### config.mk
export PLATFORM = sky130hd
export DESIGN_NAME = bp_cfg_initiator
export DESIGN_NICKNAME = d
export VERILOG_FILES = /design/src/rtl/bp_cfg_initiator.sv
export SDC_FILE = /design/constraint.sdc
export NUM_CORES = 1
export LEC_CHECK = 0
export CORE_AREA = 8 8 513 515
export CTS_BUF_LIST = sky130_fd_sc_hd__clkbuf_4
export DETAILED_ROUTE_END_ITERATION = 16
export DIE_AREA = 0 0 521 523
export PLACE_DENSITY = 0.33
export SLEW_MARGIN = 0
export SYNTH_ARGS = -nofsm -noshare
export SYNTH_HDL_FRONTEND = slang
export SYNTH_SLANG_ARGS = --single-unit
### constraint.sdc
create_clock -name clk_i -period 8 [get_ports clk_i]
set_input_delay 0.8 -clock clk_i [delete_from_list [all_inputs] [get_ports clk_i]]
set_output_delay 0.8 -clock clk_i [all_outputs]
set_load 0.01 [all_outputs]
### src/rtl/bp_cfg_initiator.sv
// bp_cfg_initiator: host-side initiator for the config link.
// Turns simple read/write requests into uncached memory commands toward a
// bp_cfg responder. It collects in-order responses and returns read data
// through a two-entry FIFO.
//
// Optional watchdog: define BP_CFG_INITIATOR_TIMEOUT_EN to build a counter
// that sets timeout_o when a response is outstanding for timeout_cycles_p
// cycles. Without the macro, timeout_o is tied low.
//
// The processor widths are exposed as plain parameters so that this file
// stands alone.
// Message layout, MSB to LSB: msg_type[3:0] | addr | size[2:0] | payload | data.
module bp_cfg_initiator
  #(parameter int paddr_width_p       = 40
    , parameter int dword_width_p     = 64
    , parameter int cce_block_width_p = 512
    , parameter int mem_payload_width_p = 16
    , parameter int max_outstanding_p = 4
    , parameter int timeout_cycles_p  = 1024
    , localparam int cce_mem_msg_width_lp =
        4 + paddr_width_p + 3 + mem_payload_width_p + cce_block_width_p
    )
  (input  logic                            clk_i
   , input  logic                          reset_i

   , input  logic [paddr_width_p-1:0]      req_addr_i
   , input  logic [dword_width_p-1:0]      req_data_i
   , input  logic                          req_w_i
   , input  logic                          req_v_i
   , output logic                          req_ready_o

   , output logic [cce_mem_msg_width_lp-1:0] mem_cmd_o
   , output logic                          mem_cmd_v_o
   , input  logic                          mem_cmd_ready_i

   , input  logic [cce_mem_msg_width_lp-1:0] mem_resp_i
   , input  logic                          mem_resp_v_i
   , output logic                          mem_resp_yumi_o

   , output logic [dword_width_p-1:0]      rdata_o
   , output logic                          rdata_v_o
   , input  logic                          rdata_yumi_i

   , output logic                          idle_o
   , output logic                          err_o
   , output logic                          timeout_o
   );

  localparam logic [3:0] e_cce_mem_uc_rd = 4'b0010;
  localparam logic [3:0] e_cce_mem_uc_wr = 4'b0011;
  localparam logic [2:0] e_mem_size_8    = 3'b011;

  localparam int credit_width_lp = $clog2(max_outstanding_p + 1);
  localparam int occ_width_lp    = credit_width_lp + 1;
  localparam logic [occ_width_lp-1:0] max_occ_lp = occ_width_lp'(max_outstanding_p);

  typedef struct packed {
    logic [3:0]                     msg_type;
    logic [paddr_width_p-1:0]       addr;
    logic [2:0]                     size;
    logic [mem_payload_width_p-1:0] payload;
    logic [cce_block_width_p-1:0]   data;
  } mem_msg_s;

  mem_msg_s req_msg, slot_msg, resp_msg;

  logic slot_full, accept, cmd_fire;
  logic [credit_width_lp-1:0] credits;
  logic [occ_width_lp-1:0]    occupancy;
  logic no_credit, credit_return, room;

  logic resp_is_rd, resp_is_wr;
  logic fifo_ready, fifo_push, fifo_pop;
  logic [dword_width_p-1:0] fifo_mem [2];
  logic fifo_wptr, fifo_rptr;
  logic [1:0] fifo_count;

  assign resp_msg   = mem_resp_i;
  assign resp_is_rd = (resp_msg.msg_type == e_cce_mem_uc_rd);
  assign resp_is_wr = (resp_msg.msg_type == e_cce_mem_uc_wr);

  assign cmd_fire  = slot_full & mem_cmd_ready_i;
  assign no_credit = (credits == '0);

  // Three kinds of response are always consumed and dropped:
  // stray responses, unknown-type responses and write responses.
  // A read response waits until the FIFO has space.
  assign fifo_ready      = (fifo_count != 2'd2);
  assign mem_resp_yumi_o = ~reset_i & mem_resp_v_i
                           & (no_credit | ~resp_is_rd | fifo_ready);
  assign credit_return   = mem_resp_yumi_o & ~no_credit;
  assign fifo_push       = mem_resp_yumi_o & resp_is_rd & ~no_credit;

  // Occupancy counts the loaded slot as if it were already issued.
  // While the slot drains, the total therefore stays the same.
  // A response consumed in this cycle frees room at once.
  assign occupancy   = {1'b0, credits} + {{credit_width_lp{1'b0}}, slot_full};
  assign room        = (occupancy < max_occ_lp) | credit_return;
  assign req_ready_o = ~reset_i & (~slot_full | mem_cmd_ready_i) & room;
  assign accept      = req_v_i & req_ready_o;

  assign mem_cmd_o   = slot_msg;
  assign mem_cmd_v_o = slot_full;

  assign rdata_v_o = (fifo_count != 2'd0);
  assign rdata_o   = fifo_mem[fifo_rptr];
  assign fifo_pop  = rdata_v_o & rdata_yumi_i;

  assign idle_o = no_credit & ~slot_full & ~rdata_v_o;

  // Build the uncached command from the incoming request
  always_comb begin
    req_msg          = '0;
    req_msg.msg_type = req_w_i ? e_cce_mem_uc_wr : e_cce_mem_uc_rd;
    req_msg.addr     = req_addr_i;
    req_msg.size     = e_mem_size_8;
    if (req_w_i)
      req_msg.data = cce_block_width_p'(req_data_i);
  end

  // One-entry command slot; a refill may land in the same cycle the slot drains
  always_ff @(posedge clk_i) begin
    if (reset_i) begin
      slot_full <= 1'b0;
      slot_msg  <= '0;
    end else begin
      slot_full <= accept | (slot_full & ~cmd_fire);
      if (accept)
        slot_msg <= req_msg;
    end
  end

  // Outstanding-command credit counter
  always_ff @(posedge clk_i) begin
    if (reset_i)
      credits <= '0;
    else begin
      case ({cmd_fire, credit_return})
        2'b10:   credits <= credits + 1'b1;
        2'b01:   credits <= credits - 1'b1;
        default: credits <= credits;
      endcase
    end
  end

  // Two-entry read data FIFO; space is judged on the registered count only
  always_ff @(posedge clk_i) begin
    if (reset_i) begin
      fifo_wptr  <= 1'b0;
      fifo_rptr  <= 1'b0;
      fifo_count <= 2'd0;
    end else begin
      if (fifo_push) begin
        fifo_mem[fifo_wptr] <= resp_msg.data[dword_width_p-1:0];
        fifo_wptr           <= ~fifo_wptr;
      end
      if (fifo_pop)
        fifo_rptr <= ~fifo_rptr;
      case ({fifo_push, fifo_pop})
        2'b10:   fifo_count <= fifo_count + 2'd1;
        2'b01:   fifo_count <= fifo_count - 2'd1;
        default: fifo_count <= fifo_count;
      endcase
    end
  end

  // Sticky error flag for stray responses and unknown message types
  always_ff @(posedge clk_i) begin
    if (reset_i)
      err_o <= 1'b0;
    else if (mem_resp_yumi_o & (no_credit | ~(resp_is_rd | resp_is_wr)))
      err_o <= 1'b1;
  end

`ifdef BP_CFG_INITIATOR_TIMEOUT_EN
  localparam int wd_width_lp = $clog2(timeout_cycles_p + 1);
  localparam logic [wd_width_lp-1:0] wd_limit_lp = wd_width_lp'(timeout_cycles_p);

  logic [wd_width_lp-1:0] wd_count, wd_next;
  logic                   timeout_r;

  assign wd_next   = wd_count + 1'b1;
  assign timeout_o = timeout_r;

  // Watchdog counts how long a response has been awaited; timeout is sticky
  always_ff @(posedge clk_i) begin
    if (reset_i) begin
      wd_count  <= '0;
      timeout_r <= 1'b0;
    end else if (mem_resp_yumi_o | no_credit) begin
      wd_count <= '0;
    end else if (wd_count != wd_limit_lp) begin
      wd_count <= wd_next;
      if (wd_next == wd_limit_lp)
        timeout_r <= 1'b1;
    end
  end
`else
  localparam int unused_timeout_cycles_lp = timeout_cycles_p;
  assign timeout_o = 1'b0;
`endif

  // Response header fields and upper data beats carry nothing we need
  logic unused_resp_fields;
  assign unused_resp_fields = ^{resp_msg.addr, resp_msg.size,
                                resp_msg.payload, resp_msg.data};

endmodule

Yosys cells after proc, flatten, opt, wreduce, memory -nomap -nowiden
Memory sizes are Yosys's and may differ from the RTL's. A register that Yosys moved wholly into a read port is not among the register bits.
Cells that the tools add are included.
Word-level totals
  logic and storage cells: 67
  memories kept: 1
  output and inout bits: 646
  bits in writable memories: 128
  bits in registers: 566
Memory list
  fifo_mem: words 2, bits a word 64, rd ports 1, clocked after Yosys merged registers in 1, wr ports 1, RTL line 74  | logic [dword_width_p-1:0] fifo_mem [2];
Operators by class
  mux-type cells: 9
  reductions and logical operators: 4
  $add $sub $neg: 5
  bitwise operators: 30
  magnitude comparators: 1
  equal/unequal tests: 7
Operator list (count)
  $mux 64: 1
  $and 1x1->1: 14
  $not 1->1: 9
  $eq 4x2->1 const B: 2
  $or 1x1->1: 7
  $mux 1: 6
  $pmux 3 s2: 1
  $reduce_bool 2->1: 3
  $add 3x1->4: 1
  $eq 2x1->1 const B: 2
  $eq 2x2->1 const B: 2
  $lt 4x3->1 const B: 1
  $pmux 2 s2: 1
  $add 3x1->3 const B: 1
  $logic_not 3->1: 1
  $sub 3x1->3 const B: 1
  $add 2x1->2 const B: 1
  $ne 2x2->1 const B: 1
  $sub 2x1->2 const B: 1

Longest topological paths before layout
  word-level depth: 10
  gate-level depth with buffers: 9

Worst setup path before layout
OpenSTA, ideal clock, no wires.
  kind: input port to flip-flop
  from: in reset_i
  to: mem fifo_mem[0][0], enable pin
  data required time: 7.513 ns
  stages: 4
  setup time: 0.487 ns
  data arrival time: 4.169 ns
  path slack: 3.345 ns
  cells stage by stage: clkbuf_1 -> nand2b_1 -> nand4bb_1 -> nor2_1
Between the ends
  cells in the longest elaborated chain, start to end: 8
Ends and longest elaborated chain
  start: declaration: RTL line 24  | , input logic reset_i
  $not 1->1: RTL line 89  | assign mem_resp_yumi_o = ~reset_i & mem_resp_v_i
  $and 1x1->1: RTL line 89
  $and 1x1->1: RTL line 90  | & (no_credit | ~resp_is_rd | fifo_ready);
  $and 1x1->1 (2 in a row): RTL line 92  | assign fifo_push = mem_resp_yumi_o & resp_is_rd & ~no_credit;
  $mux 1: RTL line 153  | if (fifo_push) begin
  $mux 1 *: RTL line 148  | if (reset_i) begin
  $mux 1 (not written as such) *: RTL line 154  | fifo_mem[fifo_wptr] <= resp_msg.data[dword_width_p-1:0];
  end: declaration: RTL line 74
Every way passes the cells marked *; elsewhere a longest branch is shown, timed or not.

==> summary.md <==
| Metric | Value |
|---|---|
| Area of all sequential standard cells | `between 6000 and 7000 sq um` |
| Int Power | `2.19 mW` |
| Number of synthesized flops with an enable pin | `128` |
| Vias | `8224` |
| Post-synthesis mux area share | `0.141` |
| Hold_buf cts | `0` |
| Die W | `521 um` |
| YS warnings | `0` |
| Avg Cell Area, Syn | `11.4 sq um` |
| Num CTS Buffers | `76` |
| Die area | `around 270000 sq um` |
| Count of different cell masters after synthesis | `32` |
| Max Freq | `241 MHz` |
| Pre-antenna DRT Iters | `4` |
| Synth Area in Compound Gates | `0.00597` |
| Worst VDD drop | `roughly 0.087 mV` |
| CTS max path bufs | `3` |
| Fin. max-slew vios | `0` |
| Largest area contributor in the netlist | `edfxtp_1` |
| WP data required | `7.20 ns` |
| DRC violations left | `0` |
| Setup violations, final | `0` |
| Mapped cell area | `13000 sq um` |
| Cells after Synth | `1140` |
| Core Util, Final | `0.0778` |
| Vias in the first global route | `~8300` |
| Synth Area in Simple Gates | `0.0805` |
| Worst-path cell chain | `buf_4 > mux2_2 > clkdlybuf4s50_1` |
| Synth top area share | `0.296` |
| Crit start category | `flip-flop` |
| Core ar. | `255000 sq um` |
| Seq cells post-synth | `around 240` |
| CTS sink cnt | `244` |
| Fin. Hold Viols | `0` |
| Clock share of power | `0.416` |
| Routed len/inst | `13.6 um` |
| Overflow after GRT | `0` |
| Lkg Pwr | `6.99 nW` |
| Fraction of registers with async set/reset | `0` |
| Synth Flop Type | `edfxtp_1` |
| Starting density of the core | `0.0509` |
| Tmin final | `4.16 ns` |
| Max cap viols | `0` |
| Most frequent cell after synthesis | `buf_4` |
| RSZ-0062 raised after global routing | `no` |
| Outcome | `finished clean` |
| Worst clock skew | `0.0496 ns` |
| Sequential share of power | `0.441` |
| P&R area growth vs syn | `53.0%` |
| Hold crit path type | `flip-flop to flip-flop` |
| DIE HEIGHT | `between 500 and 600 um` |
| Worst path slowest cell | `clkdlybuf4s50_1` |
| Post-cts resize count | `0` |
| Initial antenna violation count | `72` |
| Clk root buf | `clkbuf_4` |
| CP arrival | `3.36 ns` |
| Tcrit/Tclk final | `0.520` |
| I/O Pins | `roughly 1300` |
| Tightest Pin Transition | `1.01 ns` |
| Synth area leaders | `edfxtp_1, buf_4, dfxtp_1` |
| Area taken by multi-input logic gates | `4830 sq um` |
| Post-synth top cells | `buf_4, edfxtp_1, dfxtp_1` |
| NetSw | `909 uW` |
| Layout cells sized above 1 | `0.143` |
| Placed Cells | `slightly below 5000` |
| Seq/Total Area, Yosys | `0.475` |
| Main combinational cell family by area after synthesis | `buffers and inverters` |
| Clk_lat worst skew | `0.88 ns` |
| Row count | `between 150 and 200` |
| GPL Wtd Cong | `0.666` |
| Input/output buffers | `356` |
| Initial drt markers | `roughly 220` |
| DP HPWL | `57100 um` |
| Logic pwr share | `0.143` |
| Routed vias/inst | `1.65` |
| Setup bufs post-CTS | `0` |
| CP Capture Type | `primary output` |
| Relative slew slack | `0.329` |
| Crit-path leading delay family | `buffers and inverters` |
| Synth Area in Adders | `0.00347` |
| Crit-path max cell delay | `1.08 ns` |
| Worst-path maximum fanout | `62` |
| CTS tree | `done` |
| CP bufs+invs | `2` |
| Pwr dens | `156 nW/um^2` |
| Nets@finish | `2232` |
| Switching portion of total power | `0.293` |
| Crit path kind | `flip-flop to primary output` |
| Reg clk slew, reported paths | `0.06 ns` |
| Filler instances | `29743` |
| Largest net degree at the start of global routing | `97` |
| Global-route usage over all layers | `0.0473` |
| Post-DRT Antenna Nets | `0` |
| WL final | `68100 um` |
| CTS H-tree depth | `3` |
| Total negative slack | `0 ns` |
| Non-filler cells, final | `about 5000` |
| Post-synthesis xor/xnor area fraction | `0.00405` |
| Global-route wire length before repair | `84300 um` |
-- registers in the layout, indices dropped and copies added, names as in the netlist, named ones only --
register,cells
credits,3
err_o,1
fifo_count,2
fifo_mem,128
fifo_rptr,1
fifo_wptr,1
mem_cmd_o,106
mem_cmd_v_o,1
-- power groups by stage --
stage          sequential (mW)  clock (mW)  combinational [mW]
2_1_floorplan             1.41           0               0.356
3_3_place_gp              1.40           0               0.451
3_5_place_dp              1.40           0               0.453
4_1_cts                   1.37        1.40               0.454
5_1_grt                   1.37        1.46               0.485
6_report                  1.37        1.29               0.443
-- through the flow --
stage / total power, mW / instance area [sq um] / hold WS (ns) / setup WS (ns)
after floorplan: 1.77 / 14700 / 0.462 / 3.34
after global placement: 1.85 / 18900 / 0.462 / 3.51
after detailed placement: 1.85 / 18900 / 0.468 / 3.49
after CTS: 3.23 / 19800 / 0.241 / 3.41
after global routing: 3.32 / 19800 / 0.309 / 3.33
final: 3.10 / 19900 / 0.473 / 3.84
-- cells in the final DEF (no fill, tap or decap), types with 4 or more instances in the layout --
| cell type | Yosys | routed |
|---|---|---|
| nand2_1 | 66 | 66 |
| buf_4 | 473 | 11 |
| clkinv_2 | 0 | 4 |
| clkinv_1 | 0 | 15 |
| clkdlybuf4s50_1 | 0 | 354 |
| conb_1 | 1 | 468 |
| mux2_2 | 95 | 95 |
| xnor2_1 | 4 | 4 |
| nor2b_1 | 43 | 43 |
| diode_2 | 0 | 21 |
| clkbuf_4 | 0 | 104 |
| nor2_1 | 9 | 7 |
| a21oi_1 | 5 | 5 |
| mux2i_1 | 65 | 65 |
| edfxtp_1 | 128 | 128 |
| nand2b_1 | 66 | 66 |
| mux2_1 | 10 | 10 |
| dfxtp_1 | 116 | 115 |
-- cell families after synthesis --
| kind of cell | count (synthesis) |
|---|---|
| flops | 244 |
| fa+ha+maj | 3 |
| buf+inv | 511 |
| other cells | 1 |
| simple gates | 194 |
| mux | 170 |
| xor+xnor | 6 |
| compound gates | 11 |
-- layout make-up --
cell class | instances | area share
Antenna cell | 21 | 0.00265
Clock buffer | 104 | 0.0393
Clock inverter | 23 | 0.00724
Inverter | 2 | 0.000378
Multi-Input combinational cell | 852 | 0.243
Sequential cell | 244 | 0.310
Tap cell | 3384 | 0.213
Timing Repair Buffer | 367 | 0.184
-- path summary, 6_finish.rpt --
| path | to | slack (ns) | depth (start not counted) | from |
|---|---|---|---|---|
| setup / recovery | rdata_o[28] | 3.84 | 3 | flip-flop |
| hold / removal | mem_cmd_o[14]$_SDFFE_PP0P_ | 0.47 | 2 | mem_cmd_o[14]$_SDFFE_PP0P_ |
| setup reg to reg | fifo_mem[1][33]$_DFFE_PP_ | 5.22 | 5 | credits[0]$_SDFFE_PP0P_ |
| hold reg to reg | mem_cmd_o[14]$_SDFFE_PP0P_ | 0.47 | 2 | mem_cmd_o[14]$_SDFFE_PP0P_ |
-- tightest hold or removal path: cells and delay by family (launching register included) --
family	cells	cell delay, ns
DFF	1	0.30
and+or+nand+nor	1	0.06
muxes	1	0.06
-- per-layer routing --
layer  vias to the layer above  wire length [um]  GRT usage
li1                       3702                 -          -
met3                       130             14300     0.0463
met4                        40              1450     0.0146
met1                      3806             21400     0.0425
met5                         -               256          0
met2                       546             30700     0.0745
Note: power is estimated with default switching activity, not from simulation.
